[src/rtl/ov7670_cfg_pkg.sv]
// Shared types and ROM marker values for the OV7670 configuration sequencer.
// The ROM generator uses the same marker constants so both sides agree on the table format.
package ov7670_cfg_pkg;

    typedef enum logic [2:0] {
        IDLE   = 3'd0,
        FETCH  = 3'd1,
        DECODE = 3'd2,
        SEND   = 3'd3,
        WAIT   = 3'd4,
        DELAY  = 3'd5,
        NEXT   = 3'd6,
        DONE   = 3'd7
    } cfg_state_t;

    localparam logic [15:0] CFG_END   = 16'hFFFF;
    localparam logic [15:0] CFG_DELAY = 16'hFFF0;

    // Bits needed to count 0..n-1, never narrower than one bit.
    function automatic int cfg_cnt_width(input int n);
        return (n < 2) ? 1 : $clog2(n);
    endfunction

endpackage

[src/rtl/ov7670_config_sequencer_delay.sv]
// Down-counter for FFF0 wait entries: load DELAY_CYCLES-1, decrement to zero, flag zero.
// The zero flag is registered alongside the count so it always matches the current value.
module cfg_delay_counter
    import ov7670_cfg_pkg::*;
#(
    parameter int DELAY_CYCLES = 240000
) (
    input  logic clk,
    input  logic rst_n,
    input  logic load,
    input  logic dec,
    output logic zero
);

    localparam int CNT_W = cfg_cnt_width(DELAY_CYCLES);
    localparam logic [CNT_W-1:0] LOAD_VAL = CNT_W'(DELAY_CYCLES - 1);

    logic [CNT_W-1:0] cnt_q, cnt_d;
    logic             zero_q, zero_d;

    // Next count: load wins over decrement, and the count saturates at zero.
    always_comb begin
        cnt_d = cnt_q;
        if (load) begin
            cnt_d = LOAD_VAL;
        end else if (dec && (cnt_q != {CNT_W{1'b0}})) begin
            cnt_d = cnt_q - 1'b1;
        end else begin
            cnt_d = cnt_q;
        end
        zero_d = (cnt_d == {CNT_W{1'b0}});
    end

    // Counter and zero-flag registers.
    always_ff @(posedge clk or negedge rst_n) begin
        if (!rst_n) begin
            cnt_q  <= {CNT_W{1'b0}};
            zero_q <= 1'b1;
        end else begin
            cnt_q  <= cnt_d;
            zero_q <= zero_d;
        end
    end

    assign zero = zero_q;

endmodule

[src/rtl/ov7670_config_sequencer.sv]
// Walks the OV7670 config ROM and issues one SCCB write per entry, honouring FFF0/FFFF markers.
// Optional NACK retry is enabled with the OV7670_CFG_RETRY_EN macro.
module ov7670_config_sequencer
    import ov7670_cfg_pkg::*;
#(
    parameter int DELAY_CYCLES = 240000,
    parameter int MAX_RETRY    = 3
) (
    input  logic        clk,
    input  logic        rst_n,
    input  logic        start,
    output logic        rom_en,
    output logic [7:0]  rom_addr,
    input  logic [15:0] rom_dout,
    output logic        cmd_valid,
    output logic [7:0]  cmd_reg,
    output logic [7:0]  cmd_data,
    input  logic        cmd_ready,
    input  logic        cmd_done,
    input  logic        cmd_nack,
    output logic        busy,
    output logic        done,
    output logic        error
);

    cfg_state_t  state_q, state_d;
    logic [7:0]  rom_addr_q, rom_addr_d;
    logic        rom_en_q, rom_en_d;
    logic        cmd_valid_q, cmd_valid_d;
    logic [7:0]  cmd_reg_q, cmd_reg_d;
    logic [7:0]  cmd_data_q, cmd_data_d;
    logic        busy_q, busy_d;
    logic        done_q, done_d;
    logic        error_q, error_d;
    logic        dly_load_s;
    logic        dly_dec_s;
    logic        dly_zero_s;

`ifdef OV7670_CFG_RETRY_EN
    localparam int RTY_W = cfg_cnt_width(MAX_RETRY + 1);
    localparam logic [RTY_W-1:0] RETRY_LIMIT = RTY_W'(MAX_RETRY);
    logic [RTY_W-1:0] retry_q, retry_d;
`endif

    cfg_delay_counter #(
        .DELAY_CYCLES (DELAY_CYCLES)
    ) u_delay (
        .clk   (clk),
        .rst_n (rst_n),
        .load  (dly_load_s),
        .dec   (dly_dec_s),
        .zero  (dly_zero_s)
    );

    // Sequencer next-state and next-output logic.
    always_comb begin
        state_d    = state_q;
        rom_addr_d = rom_addr_q;
        cmd_reg_d  = cmd_reg_q;
        cmd_data_d = cmd_data_q;
        done_d     = done_q;
        error_d    = error_q;
        dly_load_s = 1'b0;
        dly_dec_s  = 1'b0;
`ifdef OV7670_CFG_RETRY_EN
        retry_d    = retry_q;
`endif
        case (state_q)
            IDLE: begin
                if (start) begin
                    done_d     = 1'b0;
                    error_d    = 1'b0;
                    rom_addr_d = 8'h00;
                    state_d    = FETCH;
                end else begin
                    state_d = IDLE;
                end
            end
            FETCH: begin
                state_d = DECODE;
            end
            DECODE: begin
                if (rom_dout == CFG_END) begin
                    state_d = DONE;
                end else if (rom_dout == CFG_DELAY) begin
                    dly_load_s = 1'b1;
                    state_d    = DELAY;
                end else begin
                    cmd_reg_d  = rom_dout[15:8];
                    cmd_data_d = rom_dout[7:0];
`ifdef OV7670_CFG_RETRY_EN
                    retry_d    = {RTY_W{1'b0}};
`endif
                    state_d    = SEND;
                end
            end
            SEND: begin
                if (cmd_ready) begin
                    state_d = WAIT;
                end else begin
                    state_d = SEND;
                end
            end
            WAIT: begin
                if (cmd_done) begin
`ifdef OV7670_CFG_RETRY_EN
                    // A NACK re-sends the latched reg/data without touching the ROM.
                    if (cmd_nack) begin
                        if (retry_q == RETRY_LIMIT) begin
                            error_d = 1'b1;
                            state_d = DONE;
                        end else begin
                            retry_d = retry_q + 1'b1;
                            state_d = SEND;
                        end
                    end else begin
                        state_d = NEXT;
                    end
`else
                    state_d = NEXT;
`endif
                end else begin
                    state_d = WAIT;
                end
            end
            DELAY: begin
                if (dly_zero_s) begin
                    state_d = NEXT;
                end else begin
                    dly_dec_s = 1'b1;
                    state_d   = DELAY;
                end
            end
            NEXT: begin
                // The last ROM slot ends the table even without an FFFF marker.
                if (rom_addr_q == 8'hFF) begin
                    state_d = DONE;
                end else begin
                    rom_addr_d = rom_addr_q + 8'd1;
                    state_d    = FETCH;
                end
            end
            DONE: begin
                done_d  = 1'b1;
                state_d = IDLE;
            end
            default: begin
                state_d = IDLE;
            end
        endcase
        rom_en_d    = (state_d == FETCH);
        cmd_valid_d = (state_d == SEND);
        busy_d      = (state_d != IDLE);
    end

    // State and registered-output flops.
    always_ff @(posedge clk or negedge rst_n) begin
        if (!rst_n) begin
            state_q     <= IDLE;
            rom_addr_q  <= 8'h00;
            rom_en_q    <= 1'b0;
            cmd_valid_q <= 1'b0;
            cmd_reg_q   <= 8'h00;
            cmd_data_q  <= 8'h00;
            busy_q      <= 1'b0;
            done_q      <= 1'b0;
            error_q     <= 1'b0;
`ifdef OV7670_CFG_RETRY_EN
            retry_q     <= {RTY_W{1'b0}};
`endif
        end else begin
            state_q     <= state_d;
            rom_addr_q  <= rom_addr_d;
            rom_en_q    <= rom_en_d;
            cmd_valid_q <= cmd_valid_d;
            cmd_reg_q   <= cmd_reg_d;
            cmd_data_q  <= cmd_data_d;
            busy_q      <= busy_d;
            done_q      <= done_d;
            error_q     <= error_d;
`ifdef OV7670_CFG_RETRY_EN
            retry_q     <= retry_d;
`endif
        end
    end

    assign rom_en    = rom_en_q;
    assign rom_addr  = rom_addr_q;
    assign cmd_valid = cmd_valid_q;
    assign cmd_reg   = cmd_reg_q;
    assign cmd_data  = cmd_data_q;
    assign busy      = busy_q;
    assign done      = done_q;
    assign error     = error_q;

endmodule

[config.mk]
export PLATFORM = sky130hd
export DESIGN_NAME = ov7670_config_sequencer
export DESIGN_NICKNAME = d
export VERILOG_FILES = /design/src/rtl/ov7670_cfg_pkg.sv /design/src/rtl/ov7670_config_sequencer_delay.sv /design/src/rtl/ov7670_config_sequencer.sv
export SDC_FILE = /design/constraint.sdc
export NUM_CORES = 1
export LEC_CHECK = 0
export CORE_ASPECT_RATIO = 1.5
export CORE_MARGIN = 2
export CORE_UTILIZATION = 50
export DETAILED_ROUTE_END_ITERATION = 7
export PLACE_DENSITY = 0.78
export SYNTH_ARGS = -nofsm -noshare
export SYNTH_HDL_FRONTEND = slang
export SYNTH_SLANG_ARGS = --single-unit
[constraint.sdc]
create_clock -name clk -period 6.8 [get_ports clk]
set_input_delay 1.36 -clock clk [delete_from_list [all_inputs] [get_ports clk]]
set_output_delay 1.36 -clock clk [all_outputs]
set_load 0.01 [all_outputs]
==> summary.txt, run 1 <==
Outcome
  – Status: finished, final reports clean

Layout
  – # diodes: 0
  – Layout area overhead: 23.2%
  – Max reg flops: 18
  – Storage cell area: 1250 µm²
  – Final Non-Filler Cells: 376
  – Final core occ: 0.632
  – Multi-input logic area: 1260 µm²
  – # fillers: 422
  – Final nets: 331
  – Share of layout cells above drive strength 1: 0.133
  – Largest register by flop count: u_delay.cnt_q

Clock network
  – Num CTS Buffers: 5
  – H-tree levels: 2
  – CTS root buf: clkbuf_8
  – Clk_lat worst skew: 300 ps
  – Clock Pin Slew Worst Setup and Hold Paths: 90 ps
  – CTS hold repair buffers: 0
  – Post-CTS Resized: 0
  – Sinks on Clock Net: 50
  – CTS Buffer Depth: 2
  – CTS tree: built
  – # Post-CTS Setup Buffers: 0

Route
  – Detail Route Antenna Nets: 0
  – DR DRC count: 0
  – Drt pass-1 iters: 4
  – WL/cell: 14.9 µm
  – Vias/cell: 5.58
  – Via count: 2099
  – Number of DRC markers in iteration 0: 138
  – Detailed Route WL: 5620 µm

Power
  – Pwr/cell area: 329 nW/µm²
  – Leakage: 1.21 nW
  – Worst VDD drop: 0.199 mV

GRT
  – GR Util met3: 0.0401
  – Initial antenna violation count: 0
  – Met1 usage: 0.255
  – Largest net degree at the start of global routing: 51
  – First-pass GRT wire length: 9790 µm
  – Layer with the highest usage: met2
  – Total grt overflow: 0
  – Met2 GRT Util: 0.365
  – Vias in the first global route: 2136
  – Total global routing track utilization: 0.209

Critical path
  – Slowest CP cell: or4_1
  – CP cell instances: clkdlybuf4s50_1 > or4_1 > nor4_1 > o221a_2 > nand3_1 > or4_1 > nand2_1
  – Crit Path Class: in2reg
  – Crit end category: flop
  – Slowest stage delay, CP: 610 ps
  – Crit path DAT: 3970 ps
  – Flop-to-flop setup slack: 3250 ps
  – Req. time, crit path: 7040 ps
  – CP dominant cell by count: or4_1
  – Crit Path Max Fanout: 13
  – Startpoint Class: input port

Timing
  – Measured slew at the worst slew-check pin: 1010 ps
  – Setup TNS: 0 ps
  – Max_slew headroom: 0.319
  – Final Skew: 6.60 ps
  – Min Clock Period, post-route: 3730 ps
  – Fin. max-slew vios: 0
  – Final hold viol count: 0
  – Final setup viols: 0
  – RSZ-0062 raised after global routing: false
  – Max frequency: 268 MHz
  – Final worst-path cycle share: 0.548

Floorplanning
  – Core Region: 5080 µm²
  – Starting density of the core: 0.513
  – Die height: 92.4 µm
  – DIE AREA: 5820 µm²
  – Row count: 32
  – Die Wd: 63.0 µm
  – Boundary Pins: 51

Yosys
  – Ys async rst share: 1.00
  – Mean area per synthesized cell: 9.99 µm²
  – Synthesized net count: 285
  – Synth cell types: 60
  – Synth Cell Area: 2610 µm²
  – Area share of the largest cell type after synthesis: 0.470
  – Mapped Cells: 261
  – Synth Flop Type: dfrtp_1
  – Synth Register Bits: 50
  – Post-synthesis sequential area ratio: 0.480
  – Post-synth EDFFs: 0
  – Dominant cells by area after synthesis: dfrtp_1, mux2_2, nand2_1, nor3_1, xnor2_1
  – YS warnings: 0
  – Largest area contributor in the netlist: dfrtp_1

Placement
  – Port Buffer Count: 48
  – Post-Place Cells: 368
  – HPWL after DPL: 4080 µm
  – RD Place Congestion: 0.877

Run
  – Max-Cap Viols: 0

Worst hold path
  – Hold Crit Class: reg2reg
==> worst paths after layout <==
path / from / end / depth (start not counted)
max reg2reg: state_q[2]$_DFF_PN0_ / u_delay.zero$_DFF_PN1_ / 7
min in group asynchronous: rst_n / u_delay.cnt_q[5]$_DFF_PN0_ / 2
min reg2reg: cmd_data[3]$_DFFE_PN0P_ / cmd_data[3]$_DFFE_PN0P_ / 1
max: rom_dout[1] / rom_addr[4]$_DFFE_PN0P_ / 7
min: cmd_data[3]$_DFFE_PN0P_ / cmd_data[3]$_DFFE_PN0P_ / 1
max in group asynchronous: rst_n / u_delay.cnt_q[16]$_DFF_PN0_ / 2
==> where the power goes <==
part	internal (W)	total, W	switching, W	leakage (nW)
combinational	0.000240	0.000440	0.000200	0.589
clock	0.0000728	0.000171	0.0000985	0.0452
sequential	0.000380	0.000446	0.0000662	0.572
total	0.000693	0.00106	0.000365	1.21
==> Yosys cell counts (2+ instances only) <==
master and instances:
a2111oi_0 2, a21oi_1 7, a31oi_1 2, and2_1 3, buf_2 3, clkbuf_1 6
dfrtp_1 49, ha_1 2, inv_1 11, mux2_2 16, nand2_1 30, nand2b_1 5
nand3_1 9, nand4_1 10, nor2_1 18, nor2b_1 6, nor3_1 14, nor4_1 3
o211ai_1 3, o21ai_0 5, or3_1 3, or3_2 2, or4_1 6, xnor2_1 8
xor2_1 3
==> placed cells by master (no fill, tap or decap), types with 2 or more instances in the layout <==
cell	count
a2111oi_0	2
a21oi_1	7
a31oi_1	2
and2_1	3
buf_4	2
clkbuf_8	5
clkdlybuf4s50_1	47
dfrtp_1	49
ha_1	2
inv_1	11
mux2_2	16
nand2_1	30
nand2b_1	5
nand3_1	9
nand4_1	10
nor2_1	18
nor2b_1	6
nor3_1	14
nor4_1	3
o211ai_1	3
o21ai_0	5
or3_1	3
or3_2	2
or4_1	6
xnor2_1	8
xor2_1	3
==> cell type report <==
cell class | instances | share of cell area
clock buffers | 6 | 0.0226
repair buffers | 50 | 0.153
clock inverters | 2 | 0.00428
multi-input cells | 189 | 0.391
inverters | 11 | 0.0129
well taps | 68 | 0.0265
flip-flops and latches | 50 | 0.390
==> worst max-delay path: cells and delay by family <==
kind	cells	cell delay, ps
AO/OA/AOI/OAI	1	300
AND/OR/NAND/NOR	5	1880
buffers and inverters	1	430
==> metrics by stage <==
step	instance area [µm²]	hold slack [ps]	setup WS (ps)	power, W
after CTS	3210	516	3040	0.00107
final	3210	514	3070	0.00106
after detailed placement	3130	494	2720	0.000893
after global routing	3210	532	2800	0.00114
after floorplan	2610	481	3410	0.000702
after global placement	3130	489	2760	0.000885
==> kinds of logic after synthesis <==
family                     synth area share
and+or+nand+nor                       0.266
adders and majority gates           0.00960
AOI/OAI and AO/OA                    0.0912
muxes                                0.0773
buffers and inverters                0.0374
other                               0.00144
DFF                                   0.480
xor gates and xnor gates             0.0370
==> routing by layer <==
layer | vias up | part of all wire
met5 | - | 0
met4 | 0 | 0.014
met3 | 9 | 0.038
met2 | 43 | 0.53
met1 | 1019 | 0.41
li1 | 1028 | -
Note: power is estimated with default switching activity, not from simulation.
==> run 2: changes to the inputs <==
- CORE_UTILIZATION: 50 -> 47
- PLACE_DENSITY: 0.78 -> 0.76
- clock period: 6.8 -> 3.3 ns (I/O delays scaled with it)
==> summary.txt, run 2 (synthesized netlist as in run 1, its figures left out) <==
Power
  – Clk pwr share: 0.156 (-0.006)
  – Pwr/cell area: 672 nW/µm² (+100%)
  – Total power: 0.00220 W (+110%)
  – Sequential share of power: 0.420 (-0.002)
  – Gate power share: 0.424 (+0.008)
  – Sw frac: 0.342 (-0.00304)
  – P_int: 0.00145 W (+110%)
  – Leakage: 1.24 nW (+2.9%)
  – NetSw: 0.000751 W (+110%)
  – Worst VDD drop: 0.461 mV (+130%)

Outcome
  – Status: finished, final reports clean

Layout
  – Layout area overhead: 25.4%
  – Final Non-Filler Cells: 386 (+2.7%)
  – Largest register by flop count: u_delay.cnt_q
  – # diodes: 0 (unchanged)
  – Most common cell after layout, fill and taps aside: dfrtp_1
  – Max reg flops: 18 (unchanged)
  – Share of layout cells above drive strength 1: 0.149 (+0.0156)
  – Final nets: 339 (+2.4%)
  – Most frequent cells in the layout: dfrtp_1, clkdlybuf4s50_1, nand2_1

GRT
  – Total grt overflow: 0 (unchanged)
  – Initial antenna violation count: 0 (unchanged)
  – First-pass GRT wire length: 9860 µm (+0.70%)
  – Total global routing track utilization: 0.205 (-0.00404)
  – Largest net degree at the start of global routing: 33 (-35%)
  – Vias in the first global route: 2129 (-0.33%)

Floorplanning
  – Starting density of the core: 0.482 (-0.0307)
  – Boundary Pins: 51 (unchanged)
  – Die Wd: 64.8 µm (+2.9%)
  – Row count: 33 (+3.1%)
  – Die height: 95.2 µm (+3.0%)
  – Core Region: 5410 µm² (+6.4%)
  – DIE AREA: 6170 µm² (+6.0%)

Timing
  – Fin. max-slew vios: 0 (unchanged)
  – Max frequency: 339 MHz
  – Min Clock Period, post-route: 2950 ps
  – Setup TNS: 0 ps (unchanged)
  – Setup slack after layout: 348 ps (-2720 ps)
  – RSZ-0062 raised after global routing: false
  – Final hold viol count: 0 (unchanged)
  – Final worst-path cycle share: 0.895
  – Measured slew at the worst slew-check pin: 692 ps (-317 ps)
  – Final Skew: 2.90 ps (-3.70 ps)
  – Final setup viols: 0 (unchanged)
  – Max_slew headroom: 0.539 (+0.220)

Placement
  – Port Buffer Count: 48 (unchanged)
  – Post-Place Cells: 378 (+2.7%)
  – RD Place Congestion: 0.923 (+5.3%)
  – Worst slack, placed: 162 ps (-2560 ps)
  – HPWL after DPL: 4390 µm (+7.4%)

Run
  – Max-Cap Viols: 0 (unchanged)

Route
  – DR DRC count: 0 (unchanged)
  – Via count: 2139 (+1.9%)
  – Vias/cell: 5.54 (-0.73%)
  – Detailed Route WL: 5710 µm (+1.6%)
  – Drt pass-1 iters: 4 (unchanged)
  – Detail Route Antenna Nets: 0 (unchanged)
  – WL/cell: 14.8 µm (-1.0%)
  – Number of DRC markers in iteration 0: 122 (-12%)

Critical path
  – Crit Path Max Fanout: 8 (-5)
  – Crit Path Class: reg2reg
  – Crit end category: flop
  – Startpoint Class: flop
  – Crit path DAT: 3170 ps (-800 ps)
  – Slowest stage delay, CP: 500 ps (-110 ps)
  – Slowest CP cell: or3b_2
  – Req. time, crit path: 3510 ps (-3530 ps)
  – CP cell instances: inv_1 > ha_1 > or3b_2 > nor4_4 > nor3b_2 > a211oi_2 > o2111ai_1 > or4_1 > nor4_2

Clock network
  – Clock Pin Slew Worst Setup and Hold Paths: 90 ps (about the same)
  – Post-CTS Resized: 0 (unchanged)
  – CTS root buf: clkbuf_8
  – # Post-CTS Setup Buffers: 0 (unchanged)
  – Clk_lat worst skew: 290 ps (about the same)
  – Sinks on Clock Net: 50 (unchanged)
  – CTS hold repair buffers: 0 (unchanged)
  – CTS Buffer Depth: 2 (unchanged)
  – Num CTS Buffers: 5 (unchanged)
  – CTS tree: built
  – H-tree levels: 2 (unchanged)

Worst hold path
  – Hold Crit Class: in2async
run 2: path summary, 6_finish.rpt:
check | startpoint | endpoint | slack [ps] | cells past startpoint
setup / recovery | u_delay.cnt_q[0]$_DFF_PN0_ | u_delay.zero$_DFF_PN1_ | 350 | 9
hold / removal | rst_n | u_delay.cnt_q[15]$_DFF_PN0_ | 400 | 1
setup reg to reg | u_delay.cnt_q[0]$_DFF_PN0_ | u_delay.zero$_DFF_PN1_ | 350 | 9
hold reg to reg | cmd_reg[0]$_DFFE_PN0P_ | cmd_reg[0]$_DFFE_PN0P_ | 510 | 1
max in group asynchronous | rst_n | cmd_data[3]$_DFFE_PN0P_ | 2200 | 2
min in group clk | cmd_reg[0]$_DFFE_PN0P_ | cmd_reg[0]$_DFFE_PN0P_ | 510 | 1
run 2: cell type report:
type	count	area, µm²
fill	472	2140
sequential	50	1250
inverter	11	41.3
timing repair buffer	58	551
clock buffer	8	80.1
multi-input combinational	189	1260
tap	70	87.6
run 2: worst max-delay path, delay by kind of cell, from the launching register on:
family,cells,cell delay (ps)
AOI/OAI and AO/OA,2,430
adders and majority gates,1,250
buffers and inverters,1,110
and+or+nand+nor,5,1680
DFF,1,410
run 2: power groups by stage:
stage                     Sequential, W  Clock (W)  Combinational (W)
after floorplan                0.000942          0           0.000504
after global placement         0.000927          0           0.000917
after detailed placement       0.000937          0           0.000936
after CTS                      0.000925   0.000355           0.000938
after global routing           0.000954   0.000382            0.00101
final                          0.000923   0.000342           0.000931
run 2: layer usage:
| layer | vias to the layer above | GRT usage | part of all wire |
|---|---|---|---|
| li1 | 1040 | - | - |
| met1 | 1042 | 0.240 | 0.40 |
| met2 | 48 | 0.373 | 0.54 |
| met3 | 9 | 0.0331 | 0.042 |
| met4 | 0 | 0.0762 | 0.021 |
| met5 | - | 0 | 0 |
run 2: stage by stage:
step	area, µm²	util	hold WS [ps]
after floorplan	2610	-	364
after global placement	3190	0.590	490
after detailed placement	3190	0.590	496
after CTS	3270	0.604	422
after global routing	3270	0.604	466
final	3270	0.604	401
==> run 3: changes to the inputs <==
- CELL_PAD_IN_SITES_DETAIL_PLACEMENT: unset -> 2
- CELL_PAD_IN_SITES_GLOBAL_PLACEMENT: unset -> 2
- CORE_UTILIZATION: 47 -> 29
- PLACE_DENSITY: 0.76 -> unset
- PLACE_DENSITY_LB_ADDON: unset -> 0.1
- SKIP_LAST_GASP: unset -> 1
==> summary.txt, run 3 (synthesized netlist as in run 1, its figures left out) <==
Outcome
  – Status: finished, final reports clean

Timing
  – Setup TNS: 0 ps (unchanged)
  – RSZ-0062 raised after global routing: false
  – Final Skew: 7.11 ps (+4.20 ps)
  – Setup slack after layout: 284 ps (-63.8 ps)
  – Final setup viols: 0 (unchanged)
  – Final worst-path cycle share: 0.914 (+0.0193)
  – Max_slew headroom: 0.534 (-0.00468)
  – Final hold viol count: 0 (unchanged)
  – Measured slew at the worst slew-check pin: 693 ps (+1.68 ps)
  – Max frequency: 332 MHz (-2.1%)
  – Min Clock Period, post-route: 3020 ps (+63.8 ps)
  – Fin. max-slew vios: 0 (unchanged)

Floorplanning
  – Core Region: 8780 µm² (+62%)
  – Boundary Pins: 51 (unchanged)
  – Row count: 42 (+27%)
  – Die height: 120 µm (+26%)
  – Die Wd: 81.4 µm (+26%)
  – DIE AREA: 9780 µm² (+58%)
  – Starting density of the core: 0.297 (-0.185)

GRT
  – Vias in the first global route: 2506 (+18%)
  – Largest net degree at the start of global routing: 33 (unchanged)
  – Initial antenna violation count: 0 (unchanged)
  – First-pass GRT wire length: 12700 µm (+29%)
  – Total global routing track utilization: 0.172 (-0.0328)
  – Total grt overflow: 0 (unchanged)

Placement
  – Port Buffer Count: 48 (unchanged)
  – Worst slack, placed: 4.88 ps (-157 ps)
  – Area after DPL: 3290 µm² (+3.2%)
  – RD Place Congestion: 0.711 (-23%)
  – HPWL after DPL: 5800 µm (+32%)

Critical path
  – Crit end category: flop
  – Req. time, crit path: 3510 ps (about the same)
  – Crit Path Max Fanout: 6 (-2)
  – Crit path buffers/inverters: 2 (+1)
  – Flop-to-flop setup slack: 280 ps (-60 ps)
  – CP cell instances: inv_1 > ha_1 > buf_4 > nor2b_1 > nand4_1 > or4_1 > nand2_1 > a21oi_1 > or4_1 > nor4_2
  – Slowest CP cell: or4_1
  – Stages on worst setup path: 10 (+1)
  – FF-to-FF Start: u_delay.cnt_q[0]$_DFF_PN0_
  – End point of the critical path: u_delay.zero$_DFF_PN1_
  – Crit path DAT: 3220 ps (+50 ps)
  – CP dominant cell by count: or4_1
  – Crit Path Class: reg2reg
  – Largest delay share family, worst path: simple AND/OR/NAND/NOR gates
  – R2R depth: 10 (+1)
  – FF-to-FF End: u_delay.zero$_DFF_PN1_
  – Slowest stage delay, CP: 570 ps (+70 ps)
  – Startpoint Class: flop
  – Critical Path Source: u_delay.cnt_q[0]$_DFF_PN0_

Clock network
  – Num CTS Buffers: 5 (unchanged)
  – # Post-CTS Setup Buffers: 0 (unchanged)
  – CTS Buffer Depth: 2 (unchanged)
  – H-tree levels: 2 (unchanged)
  – Sinks on Clock Net: 50 (unchanged)
  – Clk_lat worst skew: 300 ps (about the same)
  – CTS root buf: clkbuf_16
  – Clock Pin Slew Worst Setup and Hold Paths: 70 ps (-20 ps)
  – CTS tree: built
  – Post-CTS Resized: 0 (unchanged)
  – CTS hold repair buffers: 0 (unchanged)

Power
  – Leakage: 1.31 nW (+5.1%)
  – Pwr/cell area: 721 nW/µm² (+7.2%)
  – Worst VDD drop: 0.328 mV (-29%)
  – Total power: 0.00248 W (+13%)

Layout
  – Final nets: 346 (+2.1%)
  – Most common cell after layout, fill and taps aside: dfrtp_1
  – Most frequent cells in the layout: dfrtp_1, clkdlybuf4s50_1, nand2_1
  – Layout area overhead: 31.9%
  – # diodes: 0 (unchanged)
  – Finished Cell Area: 3440 µm² (+5.2%)
  – Share of layout cells above drive strength 1: 0.176 (+0.0277)
  – Max reg flops: 18 (unchanged)
  – Largest register by flop count: u_delay.cnt_q

Route
  – WL/cell: 17.5 µm (+18%)
  – WL met1: 2920 µm (+29%)
  – Detailed Route WL: 7580 µm (+33%)
  – Via count: 2195 (+2.6%)
  – Routed met2 length: 4270 µm (+38%)
  – Number of DRC markers in iteration 0: 47 (-61%)
  – Metal3 WL: 279 µm (+16%)
  – Drt pass-1 iters: 4 (unchanged)
  – DR top layer: met4
  – Detail Route Antenna Nets: 0 (unchanged)
  – DR DRC count: 0 (unchanged)
  – Vias/cell: 5.07 (-8.5%)

Run
  – Max-Cap Viols: 0 (unchanged)

Worst hold path
  – Hold Crit Class: in2async
-- run 3: changes by cell type in the layout (fill, tap and decap cells not counted) --
cell	change
buf_4	+7
clkbuf_1	-3
clkbuf_16	+5
clkbuf_8	-5
clkinv_2	+1
clkinv_4	+1
clkinvlp_4	+1
-- run 3: layout make-up --
class / count / area, µm²
sequential: 50 / 1250
tap: 110 / 138
multi-input combinational: 189 / 1260
timing repair buffer: 65 / 603
clock inverter: 3 / 21.3
fill: 970 / 5340
clock buffer: 5 / 125
inverter: 11 / 41.3
-- run 3: worst min path at each step --
| stage | depth (start not counted) | startpoint | end | slack, ps |
|---|---|---|---|---|
| detailed placement | 1 | cmd_data[4]$_DFFE_PN0P_ | cmd_data[4]$_DFFE_PN0P_ | 500 |
| global placement | 1 | cmd_data[7]$_DFFE_PN0P_ | cmd_data[7]$_DFFE_PN0P_ | 490 |
| global route | 1 | rst_n | u_delay.cnt_q[3]$_DFF_PN0_ | 350 |
| finish | 1 | rst_n | u_delay.cnt_q[3]$_DFF_PN0_ | 310 |
| floorplan | 0 | rst_n | busy$_DFF_PN0_ | 360 |
| CTS | 1 | rst_n | u_delay.cnt_q[0]$_DFF_PN0_ | 330 |
-- run 3: routing by layer --
metal | vias up | track usage
li1 | 1048 | -
met2 | 34 | 0.314
met4 | 0 | 0.0572
met3 | 5 | 0.0406
met1 | 1108 | 0.190
met5 | - | 0
-- run 3: power breakdown --
group	internal, W	switching [W]
clock network	0.000282	0.000246
registers	0.000784	0.000115
logic	0.000562	0.000489
-- run 3: stage by stage --
step	std cells	utilization	hold slack, ps
finish	433	0.392	311
global route	433	0.392	346
CTS	433	0.392	329
detailed placement	425	0.375	499
global placement	425	0.375	489
floorplan	261	-	364
